===== src/rtl/cpu_pkg.sv =====
// rtl/cpu_pkg.sv - shared types and defaults for the fetch/issue sequencer
package cpu_pkg;

  typedef enum logic [1:0] {
    RUN  = 2'd0,
    WAIT = 2'd1,
    HALT = 2'd2
  } seq_state_t;

  localparam int WB_LATENCY_DEFAULT = 2;

endpackage


===== src/rtl/hazard_scoreboard.sv =====
// rtl/hazard_scoreboard.sv - in-flight register writes and read-after-write hazard detection
module hazard_scoreboard #(
  parameter int REG_ADDR_WIDTH = 2,
  parameter int WB_LATENCY     = 2
) (
  input  logic                      clk,
  input  logic                      n_reset,
  input  logic                      push_valid,
  input  logic [REG_ADDR_WIDTH-1:0] push_addr,
  input  logic                      rd_used_a,
  input  logic [REG_ADDR_WIDTH-1:0] rd_addr_a,
  input  logic                      rd_used_b,
  input  logic [REG_ADDR_WIDTH-1:0] rd_addr_b,
  output logic                      haz
);

  logic [WB_LATENCY-1:0]     sb_valid;
  logic [REG_ADDR_WIDTH-1:0] sb_addr [WB_LATENCY];

  // Entry i holds the write issued i+1 cycles ago; it is visible until it retires.
  always_ff @(posedge clk) begin
    if (!n_reset) begin
      sb_valid <= '0;
      for (int i = 0; i < WB_LATENCY; i++) sb_addr[i] <= '0;
    end else begin
      sb_valid[0] <= push_valid;
      sb_addr[0]  <= push_addr;
      for (int i = 1; i < WB_LATENCY; i++) begin
        sb_valid[i] <= sb_valid[i-1];
        sb_addr[i]  <= sb_addr[i-1];
      end
    end
  end

  // Register file reads return the old value on a same-cycle write, so every entry counts.
  always_comb begin
    haz = 1'b0;
    for (int i = 0; i < WB_LATENCY; i++) begin
      if (sb_valid[i] && ((rd_used_a && (rd_addr_a == sb_addr[i])) ||
                          (rd_used_b && (rd_addr_b == sb_addr[i]))))
        haz = 1'b1;
    end
  end

endmodule


===== src/rtl/pc_sequencer.sv =====
// rtl/pc_sequencer.sv - program counter, issue/bubble decision, wait/halt FSM, stall counter
module pc_sequencer
  import cpu_pkg::*;
#(
  parameter int INSTR_ADDR_WIDTH = 4,
  parameter int REG_ADDR_WIDTH   = 2,
  parameter int WB_LATENCY       = WB_LATENCY_DEFAULT,
  parameter int STALL_CNT_WIDTH  = 8
) (
  input  logic                        clk,
  input  logic                        n_reset,
  input  logic                        ready_in,
  input  logic                        f_wait,
  input  logic                        wait_edge,
  input  logic                        wait_pol,
  input  logic                        f_jump,
  input  logic [INSTR_ADDR_WIDTH-1:0] jump_addr,
  input  logic                        f_halt,
  input  logic                        rd_used_a,
  input  logic                        rd_used_b,
  input  logic [REG_ADDR_WIDTH-1:0]   rd_addr_a,
  input  logic [REG_ADDR_WIDTH-1:0]   rd_addr_b,
  input  logic                        wr_res,
  input  logic [REG_ADDR_WIDTH-1:0]   wr_addr,
  output logic [INSTR_ADDR_WIDTH-1:0] pc,
  output logic                        issue,
  output logic                        halted,
  output logic [STALL_CNT_WIDTH-1:0]  stall_count
);

  seq_state_t                  state, state_nxt;
  logic [INSTR_ADDR_WIDTH-1:0] pc_nxt;
  logic                        ready_p;
  logic                        haz;
  logic                        cond;
  logic                        wait_met;
  logic                        stall;

  hazard_scoreboard #(
    .REG_ADDR_WIDTH (REG_ADDR_WIDTH),
    .WB_LATENCY     (WB_LATENCY)
  ) u_scoreboard (
    .clk        (clk),
    .n_reset    (n_reset),
    .push_valid (issue & wr_res),
    .push_addr  (wr_addr),
    .rd_used_a  (rd_used_a),
    .rd_addr_a  (rd_addr_a),
    .rd_used_b  (rd_used_b),
    .rd_addr_b  (rd_addr_b),
    .haz        (haz)
  );

  assign cond     = wait_edge ? (!ready_p && ready_in) : ready_in;
  assign wait_met = (cond == wait_pol);
  assign halted   = (state == HALT);

  always_comb begin
    state_nxt = state;
    pc_nxt    = pc;
    issue     = 1'b0;
    stall     = 1'b0;
    unique case (state)
      RUN: begin
        if (haz) begin
          stall = 1'b1;
        end else if (f_halt) begin
          issue     = 1'b1;
          state_nxt = HALT;
        end else if (f_wait) begin
          if (wait_met) begin
            issue  = 1'b1;
            pc_nxt = pc + 1'b1;
          end else begin
            stall     = 1'b1;
            state_nxt = WAIT;
          end
        end else if (f_jump) begin
          issue  = 1'b1;
          pc_nxt = jump_addr;
        end else begin
          issue  = 1'b1;
          pc_nxt = pc + 1'b1;
        end
      end
      WAIT: begin
        if (wait_met) begin
          issue     = 1'b1;
          pc_nxt    = pc + 1'b1;
          state_nxt = RUN;
        end else begin
          stall = 1'b1;
        end
      end
      HALT: begin
        state_nxt = HALT;
      end
      default: begin
        state_nxt = RUN;
      end
    endcase
    // Keeps the scoreboard push and the datapath quiet while reset is held.
    if (!n_reset) issue = 1'b0;
  end

  always_ff @(posedge clk) begin
    if (!n_reset) begin
      state       <= RUN;
      pc          <= '0;
      ready_p     <= 1'b1;
      stall_count <= '0;
    end else begin
      state   <= state_nxt;
      pc      <= pc_nxt;
      ready_p <= ready_in;
      if (stall && (stall_count != '1)) stall_count <= stall_count + 1'b1;
    end
  end

endmodule


===== config.mk =====
export PLATFORM = sky130hd
export DESIGN_NAME = pc_sequencer
export DESIGN_NICKNAME = d
export VERILOG_FILES = /design/src/rtl/cpu_pkg.sv /design/src/rtl/hazard_scoreboard.sv /design/src/rtl/pc_sequencer.sv
export SDC_FILE = /design/constraint.sdc
export NUM_CORES = 1
export LEC_CHECK = 0
export CAP_MARGIN = 10
export CELL_PAD_IN_SITES_DETAIL_PLACEMENT = 1
export CELL_PAD_IN_SITES_GLOBAL_PLACEMENT = 1
export CORE_MARGIN = 2
export CORE_UTILIZATION = 37
export DETAILED_ROUTE_END_ITERATION = 7
export GPL_ROUTABILITY_DRIVEN = 0
export HOLD_SLACK_MARGIN = 0.15
export PLACE_DENSITY_LB_ADDON = 0.3
export SETUP_SLACK_MARGIN = 0.2
export SLEW_MARGIN = 20
export SYNTH_ARGS = -nofsm -noshare
export SYNTH_HDL_FRONTEND = slang
export SYNTH_SLANG_ARGS = --single-unit

===== constraint.sdc =====
create_clock -name clk -period 3.71 [get_ports clk]
set_input_delay 0.742 -clock clk [delete_from_list [all_inputs] [get_ports clk]]
set_output_delay 0.742 -clock clk [all_outputs]
set_load 0.01 [all_outputs]

# Word level (Yosys, flattened, before mapping)
# Memories as Yosys holds them, arrays and structs flattened.
# Cells that the tools add are included.
[word_totals]
regBits = 17
mem_bits_rw = 4
in_bits = 21
mem_count = 1
[mem_list]
columns = ["memory", "depth", "word_bits", "rd", "rd_clocked_by_memory_dff", "write_ports", "line", "rtl"]
rows = [
  ["u_scoreboard.sb_addr", 2, 2, 2, 0, 2, "hazard_scoreboard.sv:18", "logic [REG_ADDR_WIDTH-1:0] sb_addr [WB_LATENCY];"],
]
[op_classes]
addsub = 2
n_eq_ne = 13
muxes = 30
bitwise = 3
n_reduce_logical = 15
[op_table]
columns = ["operator", "count"]
rows = [
  ["4-bit 2-to-1 mux", 5],
  ["1-bit 2-to-1 mux", 14],
  ["2-bit 2-to-1 mux", 7],
  ["8-bit by 1-bit adder with 8-bit output, second input constant", 1],
  ["2-bit equality test", 4],
  ["1-bit logical AND", 8],
  ["8-bit != test, second input constant", 1],
  ["4-bit one-hot mux with 2 select lines", 1],
  ["2-bit != test, second input constant", 3],
  ["3-bit != test, second input constant", 2],
  ["2-bit one-hot mux with 3 select lines", 1],
  ["4-bit by 1-bit adder with 4-bit output, second input constant", 1],
  ["1-bit one-hot mux with 2 select lines", 2],
  ["4-bit AND reduction", 1],
  ["3-bit AND reduction", 1],
  ["2-bit by 1-bit equality test with 1-bit output, second input constant", 1],
  ["2-bit equality test, second input constant", 1],
  ["2-bit logical NOT", 1],
  ["1-bit logical OR", 2],
  ["1-bit OR", 2],
  ["2-bit nonzero test", 1],
  ["1-bit AND", 1],
  ["1-bit equality test", 1],
  ["1-bit logical NOT", 1],
]

# Depth between registers and ports, before layout
[depth]
depth_word = 11
ltp_mapped = 5
ltp_nobuf = 5

# Modules after synthesis
# Synthesis repeated with hierarchy kept, for this count alone.
[unflattened]
cells_unflattened = 135
area_unflattened_um2 = 1149.9
[modules_own_cells]
columns = ["module", "instances", "cells_each", "area_per_inst_um2", "seq_area_each_um2"]
rows = [
  ["pc_sequencer", 1, 110, 889.6, 300.3],
  ["hazard_scoreboard", 1, 25, 260.2, 120.1],
]

# Least setup slack after synthesis
# No wires, ideal clock.
[synth_path]
kind = "input port to output port"
startpoint = "input rd_addr_a[1]"
endpoint = "output issue"
arrival_ns = 1.772
path_slack_ns = 1.196
path_stages = 5
path_cell_list = "xor2_1 -> nor3_1 -> o41ai_4 -> nand2_1 -> nor2_1"
[synth_via]
elab_chain_len = 9
[synth_rtl]
columns = ["element", "line", "rtl"]
rows = [
  ["from (decl)", "pc_sequencer.sv:21", "input logic [REG_ADDR_WIDTH-1:0] rd_addr_a,"],
  ["2-bit equality test", "hazard_scoreboard.sv:39", "if (sb_valid[i] && ((rd_used_a && (rd_addr_a == sb_addr[i])) ||"],
  ["1-bit logical AND", "hazard_scoreboard.sv:39", ""],
  ["1-bit logical OR", "hazard_scoreboard.sv:39", ""],
  ["1-bit logical AND", "hazard_scoreboard.sv:39", ""],
  ["1-bit 2-to-1 mux", "hazard_scoreboard.sv:39", ""],
  ["1-bit 2-to-1 mux *", "hazard_scoreboard.sv:39", ""],
  ["1-bit 2-to-1 mux *", "pc_sequencer.sv:65", "if (haz) begin"],
  ["1-bit one-hot mux with 2 select lines *", "pc_sequencer.sv:63", "unique case (state)"],
  ["1-bit 2-to-1 mux *", "pc_sequencer.sv:103", "if (!n_reset) issue = 1'b0;"],
  ["to (decl)", "pc_sequencer.sv:26", "output logic issue,"],
]
# Every way passes the cells marked *; elsewhere a longest branch is shown, timed or not.

# Worst setup path after layout
[layout_path]
startpoint = "input rd_addr_a[0]"
endpoint = "output issue"
# The elaborated chain is that of the path after synthesis.

==> impl_results.md <==
- Slowest library cell on the worst path: clkdlybuf4s50_1
- Largest family of logic cells by synthesized area: simple AND/OR/NAND/NOR gates
- Hold-fix buffer count after cts: 0
- Adder-cell share of the synthesized area: under 10%
- Total stage count of the critical path: 7
- Crit-path cells: clkdlybuf4s50_1, xor2_1, nor3_1, o41ai_4, nand2_1, nor2_1, dlymetal6s2s_1
- Overall Power: 0.000475 W
- Top library cells by usage in the layout, fill and taps aside: clkdlybuf4s50_1 (33), nand2_1 (22), dfxtp_1 (21)
- Type of origin of the critical path: primary input
- Worst reg2reg path endpoint: stall_count[6]
- Launch point of the worst hold path: pc[3]
- Post-synth design cell area: between 1000 and 1500 µm²
- Leak pwr: 0.623 nW
- Number of gates given a new drive strength after cts: 0
- Actual transition at the worst max-transition pin: 0.511 ns
- Critical Path Sink Type: primary output
- Register area: 420 µm²
- Gr usage total: roughly a fifth
- Final antenna-violating net count: 0
- Data arrival, critical path: roughly 2.3 ns
- Total inserted antenna cells: 0
- Vias in the first global route: 1212
- Worst reg2reg path startpoint: u_scoreboard.sb_addr[0][0]
- Maximum fanout along the worst path: 2
- IO Count: 35
- Area contributors post-synth: dfxtp_1 (35%), mux2i_1 (8.2%), xor2_1 (7.2%)
- Routed len/inst: approximately 15 µm
- Crit-path leading delay family: buffers and inverters
- Worst Clk Skew: 0.00341 ns
- Final cycle utilization of the critical path: around four fifths
- Beginning of the critical path: rd_addr_a[0]
- H-tree levels: 1
- Nets in the synthesized netlist: 162
- Async set or reset register ratio after synthesis: 0%
- Final total negative setup slack: 0 ns
- First-pass GRT wire length: 5.54 mm
- Post-synth top area share: 34.6%
- Hold Vio Cnt, Final: 0
- Highest Clock Rate: 0.332 GHz
- Via/cell ratio: 5.42
- Count of buffer and inverter cells on the critical path: 2
- Footprint of the multi-input gates: 766 µm²
- Run status: completed
- Unrepaired setup endpoints after global routing: false
- Cells after synthesis: about 140
- Fraction of the yosys area taken by sequential cells: 34.6%
- Detailed-placement wirelength estimate: 2.65 mm
- Path type of the worst min-delay path: flop to flop
- Clock slew seen by the registers of the worst setup and hold paths: 0.12 ns
- Die Y-Extent: ~61 µm
- Reg2Reg Setup Slack: 1.85 ns
- Share of synthesized cell area in and, or, nand and nor gates: between 20% and 30%
- Clock buffers created by TritonCTS: 3
- Initial standard-cell utilization of the core: 39.5%
- Final number of setup-violating endpoints: 0
- Clock Tree Buf Depth: 2
- Ys flop type: dfxtp_1
- Post-synth top area cell: dfxtp_1
- Number of cells on the worst reg-to-reg path: 6
- Drc violations: 0
- YS warnings: 0
- Clock sink count: 21
- Number of placement rows: 20
- Minimum clock period: 3.02 ns
- Number of maximum-capacitance constraint violations: 0
- Floorplan core area: 3080 µm²
- Number of search-and-repair iterations in the first detailed-routing pass: 5
- Number of flops mapped to enable cells by yosys: 0
- Final net count: 202
- Area growth syn-to-layout: 36.4%
- Power Dens Cells: ~290 nW/µm²
- Mapped Avg Cell Area: slightly below 9 µm²
- Die area: 3760 µm²
- Endpoint of the worst setup timing path: issue
- Unique masters post-synth: 37
- Compound-Gate Fraction of Synth Area: between 10% and 20%
- Wire length reported by the detailed router: 3.39 mm
- Max-slew violation count: 0
- Rel. slew slack: 65.7%
- Largest stage delay on the critical path: 0.52 ns
- Antenna violations before repair: 0
- Chip width: 61.3 µm
- Peak VDD IR: ~0.16 mV
- Violation count after the first detailed-routing iteration: 26
- Clock insertion delay at the later pin of the skew report: 0.31 ns
- Leading cell type in the layout, fill and taps excluded: clkdlybuf4s50_1
- Clock Root Buffer: clkbuf_4
- Count of fill cells added during filler insertion: approximately 370
- Setup Crit Path Kind: primary input to primary output
- Proportion of layout cells with a drive suffix above 1: 7.30%
- Maximum number of pins on one net before global-route repair: 29
- Clock tree from TritonCTS: done
- Multiplexer fraction of the synthesized cell area: 8.23%
- Port buffer count: 34
- Data required, critical path: 2.97 ns
- XOR/XNOR Fraction of Synth Area: 7.92%
- Final global-route overflow total: 0
- Postcts setup bufs: 0
- Flops & latches, synth: 21
- Number of vias in the routed layout: between 1000 and 1500
-- power breakdown --
part / total (W) / switching (W) / internal [W]
logic: 0.000109 / 0.0000498 / 0.0000595
registers: 0.000249 / 0.0000135 / 0.000235
clock network: 0.000117 / 0.0000745 / 0.0000420
total: 0.000475 / 0.000138 / 0.000337
-- per-stage QoR --
stage,cells,hold WS (ns),utilization (%),worst slack [ns],instance area [µm²]
final,222,0.499,53.9,0.693,1660
after global routing,222,0.530,53.9,0.579,1660
after CTS,222,0.501,53.8,0.293,1660
after detailed placement,218,0.477,53.0,0.307,1630
after global placement,218,0.468,53.0,0.354,1630
after floorplan,139,0.453,-,1.20,1220
-- layer usage --
layer	global-route usage, %	share of wire [%]	vias up	wire length [µm]
met5	0	0	-	0
li1	-	-	586	-
met1	24.2	43	588	1470
met3	3.36	3.2	4	110
met4	6.38	1.1	0	37
met2	35.9	52	25	1770
-- cells by family (layout without fill, tap and decap cells) --
group	after synthesis	count (layout)
adders and majority gates	2	2
and+or+nand+nor	58	58
muxes	10	10
DFF	21	21
buffers and inverters	8	47
xor gates and xnor gates	11	11
AOI/OAI and AO/OA	29	29
-- sequential cells by signal, indices dropped and copies added (netlist names) --
signal                 cells
stall_count                8
ready_p                    1
u_scoreboard.sb_valid      2
pc                         4
state                      2
u_scoreboard.sb_addr       4
-- final cells by class --
class	instances	share of cell area (%)
well taps	44	3.32
clock buffers	4	1.58
inverters	5	1.13
multi-input cells	110	46.2
flip-flops and latches	21	25.3
repair buffers	38	22.5
-- tightest hold or removal path: stages, from the launching register on --
cell     delay, ns
dfxtp_1       0.35
nand2_1       0.06
mux2i_1       0.05
-- worst min-delay path by stage --
stage                                     to  cells after the start
finish                                 pc[3]                      2
global route        u_scoreboard.sb_valid[1]                      1
CTS                 u_scoreboard.sb_valid[1]                      1
detailed placement  u_scoreboard.sb_valid[1]                      1
global placement    u_scoreboard.sb_valid[1]                      1
floorplan           u_scoreboard.sb_valid[1]                      1
-- cells in the mapped netlist (3+ instances only) --
| cell | instances |
|---|---|
| nand2_1 | 22 |
| dfxtp_1 | 21 |
| mux2i_1 | 10 |
| xor2_1 | 10 |
| a21oi_1 | 7 |
| nand2b_1 | 7 |
| nor3_1 | 7 |
| and2_1 | 5 |
| inv_1 | 5 |
| a211oi_1 | 3 |
| clkbuf_1 | 3 |
| nor2_1 | 3 |
| nor2b_1 | 3 |
| o32ai_1 | 3 |
(Power assumes the default switching activity.)
